**src/rtl/a7_link_ctrl.sv**
```systemverilog
// a7_link_ctrl: request/response controller for the single-wire serialized
// register bus between the Microzed PS side and the Artix7.
// A request is sent as framed 9-bit bytes (0,1,F,d7..d0,0,0, MSB first,
// F marks the command byte). The controller then waits for a flagged
// response byte whose two preceding data bytes carry the read data.
module a7_link_ctrl #(
  parameter int          TIMEOUT   = 1024,     // WAIT_RESP cycles before giving up
  parameter logic [7:0]  CMD_WR    = 8'h01,
  parameter logic [7:0]  CMD_RD    = 8'h02,
  parameter logic [15:0] SENT_INIT = 16'h0000  // reset value of bytes_sent
) (
  input  logic        clk,
  input  logic        rst_n,
  input  logic        req_valid,
  output logic        req_ready,
  input  logic        req_write,
  input  logic [15:0] req_addr,
  input  logic [15:0] req_wrdata,
  output logic        rsp_valid,
  output logic        rsp_timeout,
  output logic [15:0] rsp_rddata,
  output logic [7:0]  rsp_status,
  output logic        serial_out,
  input  logic        serial_in,
  output logic        busy,
  output logic [15:0] bytes_sent,
  output logic [15:0] bytes_seen
);

  typedef enum logic [1:0] {IDLE, SHIFT, WAIT_RESP, DONE} state_t;

  localparam logic [15:0] TO_LAST = 16'(TIMEOUT - 1);

  state_t      state, state_nx;
  logic        accept;
  logic [64:0] seq_ld;
  logic [64:0] tx_sh;
  logic [6:0]  tx_left;
  logic        tx_done;
  logic [15:0] to_cnt;
  logic        to_hit;
  logic        rx_q;
  logic [11:0] rx_sh;
  logic        rx_det;
  logic        rx_flag;
  logic [7:0]  rx_data;
  logic [15:0] acc;
  logic        resp_hit;

  // One 13-bit frame on the wire: start pair 0,1, flag, data, two stop zeros.
  function automatic logic [12:0] frame_byte(input logic flag, input logic [7:0] d);
    return {2'b01, flag, d, 2'b00};
  endfunction

  assign req_ready = (state == IDLE);
  assign busy      = (state != IDLE);
  assign rsp_valid = (state == DONE);
  assign accept    = req_valid & req_ready;
  assign tx_done   = (state == SHIFT) && (tx_left == 7'd0);
  assign to_hit    = (state == WAIT_RESP) && (to_cnt == TO_LAST);

  // A byte sits in the window once the start '1' reached the top and both
  // stop zeros are in; the leading '0' has already fallen off.
  assign rx_det   = rx_sh[11] & (rx_sh[1:0] == 2'b00);
  assign rx_flag  = rx_sh[10];
  assign rx_data  = rx_sh[9:2];
  assign resp_hit = (state == WAIT_RESP) && rx_det && rx_flag;

  // Outgoing sequence, left-aligned; a read leaves the low 26 bits unused.
  always_comb begin
    seq_ld = '0;
    if (req_write)
      seq_ld = {frame_byte(1'b0, req_wrdata[15:8]), frame_byte(1'b0, req_wrdata[7:0]),
                frame_byte(1'b0, req_addr[15:8]),   frame_byte(1'b0, req_addr[7:0]),
                frame_byte(1'b1, CMD_WR)};
    else
      seq_ld = {frame_byte(1'b0, req_addr[15:8]), frame_byte(1'b0, req_addr[7:0]),
                frame_byte(1'b1, CMD_RD), 26'd0};
  end

  // State register.
  always_ff @(posedge clk or negedge rst_n) begin
    if (!rst_n) state <= IDLE;
    else        state <= state_nx;
  end

  // Next state; a flagged byte on the timeout edge still counts as a response.
  always_comb begin
    state_nx = state;
    case (state)
      IDLE:      if (accept) state_nx = SHIFT;
      SHIFT:     if (tx_done) state_nx = WAIT_RESP;
      WAIT_RESP: if (resp_hit || to_hit) state_nx = DONE;
      DONE:      state_nx = IDLE;
      default:   state_nx = IDLE;
    endcase
  end

  // Transmitter: bit 0 goes out on the acceptance edge, the rest follow,
  // and the line parks low whenever nothing is being shifted.
  always_ff @(posedge clk or negedge rst_n) begin
    if (!rst_n) begin
      tx_sh      <= '0;
      tx_left    <= '0;
      serial_out <= 1'b0;
    end else if (accept) begin
      serial_out <= seq_ld[64];
      tx_sh      <= {seq_ld[63:0], 1'b0};
      tx_left    <= req_write ? 7'd64 : 7'd38;
    end else if (state == SHIFT && tx_left != 7'd0) begin
      serial_out <= tx_sh[64];
      tx_sh      <= {tx_sh[63:0], 1'b0};
      tx_left    <= tx_left - 7'd1;
    end else begin
      serial_out <= 1'b0;
    end
  end

  // Byte counter for transmitted bytes, bumped by the whole request at once.
  always_ff @(posedge clk or negedge rst_n) begin
    if (!rst_n)      bytes_sent <= SENT_INIT;
    else if (accept) bytes_sent <= bytes_sent + (req_write ? 16'd5 : 16'd3);
  end

  // Response timer: zero outside WAIT_RESP, counts every cycle inside it.
  always_ff @(posedge clk or negedge rst_n) begin
    if (!rst_n)                  to_cnt <= '0;
    else if (state != WAIT_RESP) to_cnt <= '0;
    else                         to_cnt <= to_cnt + 16'd1;
  end

  // Receiver: one sync flop, then a 12-bit window that clears on each byte.
  always_ff @(posedge clk or negedge rst_n) begin
    if (!rst_n) begin
      rx_q       <= 1'b0;
      rx_sh      <= '0;
      bytes_seen <= '0;
    end else begin
      rx_q       <= serial_in;
      rx_sh      <= rx_det ? 12'd0 : {rx_sh[10:0], rx_q};
      bytes_seen <= bytes_seen + {15'd0, rx_det};
    end
  end

  // Data accumulator; only the two most recent data bytes are ever observable.
  // Cleared on entry to WAIT_RESP so stale traffic cannot leak into a response.
  always_ff @(posedge clk or negedge rst_n) begin
    if (!rst_n)      acc <= '0;
    else if (tx_done) acc <= '0;
    else if (rx_det) acc <= rx_flag ? 16'd0 : {acc[7:0], rx_data};
  end

  // Completion results; on timeout the previous data/status are kept.
  always_ff @(posedge clk or negedge rst_n) begin
    if (!rst_n) begin
      rsp_timeout <= 1'b0;
      rsp_rddata  <= '0;
      rsp_status  <= '0;
    end else if (resp_hit) begin
      rsp_timeout <= 1'b0;
      rsp_rddata  <= acc;
      rsp_status  <= rx_data;
    end else if (to_hit) begin
      rsp_timeout <= 1'b1;
    end
  end

endmodule

```
**config.mk**
```make
export PLATFORM = sky130hd
export DESIGN_NAME = a7_link_ctrl
export DESIGN_NICKNAME = d
export VERILOG_FILES = /design/src/rtl/a7_link_ctrl.sv
export SDC_FILE = /design/constraint.sdc
export NUM_CORES = 1
export LEC_CHECK = 0
export BUFFER_PORTS_ARGS = -buffer_cell sky130_fd_sc_hd__buf_2
export CAP_MARGIN = 25
export CORE_ASPECT_RATIO = 0.8
export CORE_MARGIN = 5
export CORE_UTILIZATION = 40
export CTS_BUF_LIST = sky130_fd_sc_hd__clkbuf_4 sky130_fd_sc_hd__clkbuf_8
export DETAILED_ROUTE_END_ITERATION = 16
export HOLD_SLACK_MARGIN = 0.05
export PLACE_DENSITY = 0.62
export SLEW_MARGIN = 25
export SYNTH_ARGS = -nofsm -noshare
export SYNTH_HDL_FRONTEND = slang
export SYNTH_SLANG_ARGS = --single-unit
```
**constraint.sdc**
```tcl
create_clock -name clk -period 2.3 [get_ports clk]
set_clock_uncertainty 0.1 [all_clocks]
set_input_delay 0.46 -clock clk [delete_from_list [all_inputs] [get_ports clk]]
set_output_delay 0.46 -clock clk [all_outputs]
set_load 0.005 [all_outputs]
```
# ---- Word level (Yosys, flattened, before mapping)
# Cells that the tools add are included.
dict set report classes {
  n_addsub 4
  multipliers 0
  div_mod_pow 0
  n_lt_le_gt_ge 0
  eq_ne 8
  shifts 0
  muxes 20
  bitwise_logic 2
  n_reduce_logical 15
}
# op count
set op_table {}
lappend op_table {{65-bit two-way mux} 2}
lappend op_table {{16-bit two-way mux} 4}
lappend op_table {{62-bit two-way mux} 1}
lappend op_table {{7-bit two-way mux} 3}
lappend op_table {{16-bit by 1-bit adder with 16-bit output} 1}
lappend op_table {{16-bit by 1-bit adder with 16-bit output (second input constant)} 1}
lappend op_table {{16-bit by 3-bit adder with 16-bit output} 1}
lappend op_table {{16-bit by 10-bit equality test with 1-bit output (second input constant)} 1}
lappend op_table {{12-bit two-way mux} 1}
lappend op_table {{2-bit one-hot mux with 4 select lines} 1}
lappend op_table {{2-bit nonzero test} 4}
lappend op_table {{7-bit zero test} 1}
lappend op_table {{7-bit nonzero test} 1}
lappend op_table {{7-bit by 1-bit subtractor with 7-bit output (second input constant)} 1}
lappend op_table {{2-bit two-way mux} 3}
lappend op_table {{1-bit logical AND} 5}
lappend op_table {{2-bit equality test (second input constant)} 2}
lappend op_table {{2-bit zero test} 2}
lappend op_table {{1-bit two-way mux} 4}
lappend op_table {{2-bit by 1-bit inequality test with 1-bit output (second input constant)} 2}
lappend op_table {{2-bit inequality test (second input constant)} 2}
lappend op_table {{3-bit two-way mux} 1}
lappend op_table {{3-bit AND reduction} 1}
lappend op_table {{1-bit bitwise AND} 2}
lappend op_table {{other kinds (2)} 2}
dict set report totals {
  reg_bits 177
  latchBits 0
  ram_bits 0
  mem_bits_ro 0
  inputBits 37
  out_inout_bits 61
  elab_cells 62
  mem_count 0
}

# ---- Depth between registers and ports, before layout
dict set report logic_depth {
  word_depth 7
  ltp_mapped 11
  mapped_depth_nobuf 8
}

# ---- Worst setup path after synthesis
# No wires, ideal clock.
dict set report synth_path {
  kind {reg2reg}
  startpoint {register rx_sh[0]}
  endpoint {register bytes_seen[15]}
  setup_ps 79
  arrival_ps 2260
  path_slack_ps -140
  stages_incl_launch_ff 12
  path_buffers 3
  cell_sequence {dfrtp_1 > nor2_1 > nand2_1 > inv_1 > clkbuf_1 > clkbuf_1 > ha_1 > and3_1 > clkbuf_1 > nand4_1 > nor3_1 > xor2_1}
}
dict set report synth_via {
  elab_chain_len 3
}
# item line
set synth_rtl {}
lappend synth_rtl {{start: declaration} 43} ;# logic [11:0] rx_sh;
lappend synth_rtl {{start signal: assignment} 140} ;# rx_sh <= rx_det ? 12'd0 : {rx_sh[10:0], rx_q};
lappend synth_rtl {{2-bit zero test} 64} ;# assign rx_det = rx_sh[11] & (rx_sh[1:0] == 2'b00);
lappend synth_rtl {{1-bit bitwise AND} 64}
lappend synth_rtl {{16-bit by 1-bit adder with 16-bit output} 141} ;# bytes_seen <= bytes_seen + {15'd0, rx_det};
lappend synth_rtl {{end signal: assignment} 141}
lappend synth_rtl {{end: declaration} 27} ;# output logic [15:0] bytes_seen
# No other way between the ends.
# A chain may end at the register's enable or synchronous reset.

# ---- Worst setup path after layout
dict set report layout_path {
  startpoint {register tx_left[1]}
  endpoint {register tx_sh[16]}
}
dict set report layout_via {
  elab_chain_len 3
}
# item line
set layout_rtl {}
lappend layout_rtl {{start: declaration} 38} ;# logic [6:0] tx_left;
lappend layout_rtl {{start signal: assignment} 109} ;# tx_left <= req_write ? 7'd64 : 7'd38;
lappend layout_rtl {{start signal: assignment} 113} ;# tx_left <= tx_left - 7'd1;
lappend layout_rtl {{7-bit nonzero test} 110} ;# end else if (state == SHIFT && tx_left != 7'd0) begin
lappend layout_rtl {{1-bit logical AND} 110}
lappend layout_rtl {{2-bit nonzero test (no line)} -}
lappend layout_rtl {{end signal: assignment} 108} ;# tx_sh <= {seq_ld[63:0], 1'b0};
lappend layout_rtl {{end signal: assignment} 112} ;# tx_sh <= {tx_sh[63:0], 1'b0};
lappend layout_rtl {{end: declaration} 37} ;# logic [64:0] tx_sh;
# No other way between the ends.

==> impl_results.rst <==
.. list-table::
   :header-rows: 1

   * - Metric
     - Value
   * - Unrepaired setup endpoints after global routing
     - true
   * - Final worst path period share
     - 0.984
   * - Type of the setup path with the least slack
     - reg2reg
   * - Maximum buffer depth of the clock tree
     - 2
   * - Fin Setup TNS
     - 0 ns
   * - Synth cell types
     - 44
   * - Initial antenna violation count
     - 0
   * - Sequential share of power
     - 0.451
   * - Origin of the worst min-delay path
     - req_addr[3]
   * - Insertion delay to the later sink of the worst-skew pair
     - between 0.4 and 0.5 ns
   * - 1st-iter DRT viols
     - 328
   * - Worst-case reg-to-reg path depth
     - 10
   * - Wire length the detailed router placed on met1
     - between 8000 and 9000 microns
   * - Antenna diode count
     - 0
   * - Setup violations, final
     - 0
   * - Layout Cell Area excl Fill
     - roughly 9200 sq um
   * - Max incr delay on CP
     - between 0.4 and 0.5 ns
   * - Routability congestion estimate
     - roughly 0.76
   * - Highest signal layer in the routed design
     - met4
   * - Wire length after detailed routing
     - 16600 microns
   * - Final hold slack
     - between 0.1 and 0.15 ns
   * - DRC viols
     - 0
   * - Area of the core region
     - around 19000 sq um
   * - Most area-consuming cells after synthesis
     - sky130_fd_sc_hd__dfrtp_1, sky130_fd_sc_hd__nand2_1, sky130_fd_sc_hd__nand3_1, sky130_fd_sc_hd__mux2_2, sky130_fd_sc_hd__a21oi_1
   * - Syn Std Cell Area
     - between 7000 and 8000 sq um
   * - Sum of net half-perimeters after detailed placement
     - roughly 11000 microns
   * - Minimum setup slack among reg-to-reg paths
     - 0.04 ns
   * - Number of max-capacitance violations reported
     - 0
   * - Startpoint types
     - flop
   * - Pleak
     - between 0.004 and 0.005 uW
   * - Count of endpoints failing hold in the final timing report
     - 0
   * - Combinational group share of total power
     - 0.323
   * - Max Slew Vio Count
     - 0
   * - Filler-free cell count of the finished design
     - 1100
   * - Status
     - complete, no violations
   * - Synthesized instance count
     - around 720
   * - Least-Margin Pin Slew
     - around 0.50 ns
   * - Metal3 WL
     - 850 microns
   * - Cell Int Power
     - between 6000 and 7000 uW
   * - Sw Ratio
     - 0.367
   * - Clock tree from TritonCTS
     - done
   * - Number of vias per cell after detailed routing
     - a little over 5
   * - Overall fraction of global-route tracks in use
     - 0.152
   * - Sequential fraction of the synthesis area
     - 0.568
   * - Number of global-route vias before repair
     - 5342
   * - Number of H-tree levels
     - 4
   * - Final critical-path required period
     - about 2.3 ns
   * - Post-layout net count
     - 878
   * - Total vias in the final route
     - 5594
   * - Data arrival at the endpoint of the critical path
     - between 2 and 3 ns
   * - Antenna-violating nets left
     - 0
   * - Tightest Hold Check Type
     - in2reg
   * - Area delta synth->final
     - 20.1%
   * - Maximum number of pins on one net before global-route repair
     - 66
   * - Peak supply drop
     - between 0.5 and 0.6 mV
   * - Syn_nets
     - about 770
   * - Kind of end point of the critical path
     - flop
   * - Count of cells along the worst hold path
     - 3
   * - Worst reg2reg path startpoint
     - tx_left[1]$_DFFE_PN0P_
   * - Count of boundary I/O pins
     - roughly 100
   * - Placement-stage cell area
     - approximately 8600 sq um
   * - # rows
     - 45
   * - CTS clock-pin slew for the worst setup and hold paths
     - between 0.1 and 0.15 ns
   * - Port Buffer Count
     - between 90 and 100
   * - Vertical extent of the die
     - 134 microns
   * - Post-synth top area cell
     - sky130_fd_sc_hd__dfrtp_1
   * - CP max FO
     - 7
   * - Die ar.
     - about 22000 sq um
   * - Pre-antenna DRT Iters
     - 5
   * - Mean area per synthesized cell
     - roughly 11 sq um
   * - Hold Path End
     - tx_sh[19]$_DFFE_PN0P_
   * - Warnings from Yosys
     - 0
   * - First-pass GRT wire length
     - around 27000 microns
   * - Headroom to the max-slew limit
     - 0.665
   * - Fraction of synthesized cell area taken by the top area cell type
     - 0.568
   * - Crit path top cell by count
     - sky130_fd_sc_hd__buf_6
   * - P per Cell Area
     - about 1100 nW/um^2
   * - Total clock buffers created by CTS
     - 17
   * - Layout cell share with drive strength beyond 1
     - 0.257
   * - Crit path required time
     - ~2.6 ns
   * - Worst R2R End
     - tx_sh[16]$_DFFE_PN0P_
   * - Clk network pwr share
     - 0.226
   * - Starting utilization of the core area
     - 0.405
   * - Cell chain of the critical path
     - inv_2, ha_4, or4b_4, buf_6, o31ai_4, buf_12, buf_8, buf_6, nand2_2, a31oi_1
   * - Switching Power
     - 3660 uW
   * - Clock sink count
     - between 150 and 200
   * - Root buf cell
     - sky130_fd_sc_hd__clkbuf_8
   * - Placed Instances
     - about 1100
   * - Remaining global-route overflow
     - 0
   * - Standard cell with the maximum stage delay on the critical path
     - sky130_fd_sc_hd__or4b_4
   * - Number of register bits inferred by synthesis
     - 174
   * - Setup slack of the critical path after layout
     - between 0.03 and 0.04 ns
   * - Routed wirelength normalized by instance count
     - 15.1 microns
   * - Met2 routed WL
     - a little over 7000 microns
   * - Die Span X
     - 165 microns
   * - Worst slack at placement
     - between 0.06 and 0.07 ns
   * - Fmax
     - 442 MHz
==> kinds of logic (layout without fill, tap and decap cells) <==
family / Yosys count / in the layout / synth area share
simple gates: 291 / 291 / 0.189
flops: 174 / 174 / 0.568
compound gates: 94 / 94 / 0.0788
buf+inv: 64 / 187 / 0.0372
xor+xnor: 44 / 44 / 0.0502
mux: 40 / 40 / 0.0563
fa+ha+maj: 12 / 12 / 0.0206
==> synth_stat cells, drive strengths merged <==
master,instances
a21boi,4
a21o,1
a21oi,47
a311o,1
a311oi,1
a31o,1
a31oi,10
and2,14
and3,5
and4,6
buf,14
clkbuf,37
dfrtp,174
fa,1
ha,11
inv,13
mux2,25
mux2i,15
nand2,108
nand3,79
nand3b,16
nand4,10
nor2,16
nor2b,13
nor3,10
nor3b,4
nor4b,4
o211ai,9
o21ai,5
o221ai,10
o22ai,1
o311ai,1
o31a,1
o31ai,1
o32a,1
or2,2
or3,3
or4b,1
xnor2,21
xor2,23
==> stage by stage <==
stage                      util  total power (uW)
after detailed placement  0.454              7550
after global placement    0.454              7480
final                     0.487             10000
after global routing      0.487             10700
after CTS                 0.478              9850
after floorplan               -              6470
==> area by class of cell <==
type | count | area [sq um]
fillers | 1757 | 9710
flip-flops and latches | 174 | 4350
multi-input cells | 481 | 3080
repair buffers | 142 | 967
well taps | 258 | 323
clock buffers | 17 | 234
clock inverters | 15 | 204
inverters | 13 | 48.8
==> state kept, by name (all words and copies together), names as in the netlist <==
name         cells
bytes_sent      16
state            2
rx_q             1
rsp_rddata      16
rx_sh           12
rsp_timeout      1
rsp_status       8
serial_out       1
bytes_seen      16
acc             16
tx_sh           62
to_cnt          16
tx_left          7
==> cell usage in the layout, fill, tap and decap left out, types with 9 or more instances in the layout <==
master / synthesis / final
sky130_fd_sc_hd__nor2b_1: 13 / 13
sky130_fd_sc_hd__dfrtp_1: 174 / 174
sky130_fd_sc_hd__nand3b_1: 16 / 16
sky130_fd_sc_hd__buf_2: 5 / 96
sky130_fd_sc_hd__a31oi_1: 10 / 9
sky130_fd_sc_hd__clkbuf_8: 0 / 17
sky130_fd_sc_hd__a21oi_1: 47 / 43
sky130_fd_sc_hd__nand2_1: 108 / 104
sky130_fd_sc_hd__nand3_1: 79 / 79
sky130_fd_sc_hd__and2_1: 14 / 14
sky130_fd_sc_hd__ha_1: 11 / 10
sky130_fd_sc_hd__buf_4: 2 / 31
sky130_fd_sc_hd__o211ai_1: 9 / 9
sky130_fd_sc_hd__mux2_2: 25 / 25
sky130_fd_sc_hd__xor2_1: 23 / 23
sky130_fd_sc_hd__inv_1: 13 / 11
sky130_fd_sc_hd__nor2_1: 16 / 16
sky130_fd_sc_hd__nor3_1: 10 / 10
sky130_fd_sc_hd__xnor2_1: 21 / 21
sky130_fd_sc_hd__o221ai_1: 10 / 10
sky130_fd_sc_hd__mux2i_1: 15 / 15
sky130_fd_sc_hd__nand4_1: 10 / 10
==> how the worst max path moves through the flow <==
stage	slack [ns]	end	startpoint
4_1_cts	0.02	tx_sh[8]$_DFFE_PN0P_	tx_left[0]$_DFFE_PN0P_
2_1_floorplan	0.04	state[1]$_DFFE_PN0P_	tx_left[0]$_DFFE_PN0P_
3_5_place_dp	0.06	state[1]$_DFFE_PN0P_	tx_left[1]$_DFFE_PN0P_
5_1_grt	-0.05	tx_sh[16]$_DFFE_PN0P_	tx_left[0]$_DFFE_PN0P_
3_3_place_gp	0.09	state[1]$_DFFE_PN0P_	tx_left[0]$_DFFE_PN0P_
6_report	0.04	tx_sh[16]$_DFFE_PN0P_	tx_left[1]$_DFFE_PN0P_
==> power by group through the flow <==
stage | logic (uW) | clock network, uW | registers [uW]
floorplan | 2070 | 0 | 4400
global placement | 2930 | 0 | 4550
detailed placement | 3000 | 0 | 4550
CTS | 3010 | 2340 | 4500
global route | 3610 | 2490 | 4620
finish | 3230 | 2260 | 4510
==> metal layers <==
| metal | track usage | up-vias |
|---|---|---|
| met3 | 0.0427 | 15 |
| met4 | 0.0379 | 0 |
| met1 | 0.233 | 2740 |
| li1 | - | 2707 |
| met5 | 0 | - |
| met2 | 0.212 | 132 |
==> critical path, delay by kind of cell, from the launching register on <==
kind / cells / cell delay, ns
compound gates: 2 / 0.44
flops: 1 / 0.40
fa+ha+maj: 1 / 0.13
simple gates: 2 / 0.51
buf+inv: 5 / 0.61
==> timing repair <==
action,4_1_cts,5_1_grt
buffers inserted,0,11
hold endpoints to repair,37,0
hold buffers,2,0
setup endpoints to repair,0,43
resized for setup,0,19
(Power assumes the default switching activity.)
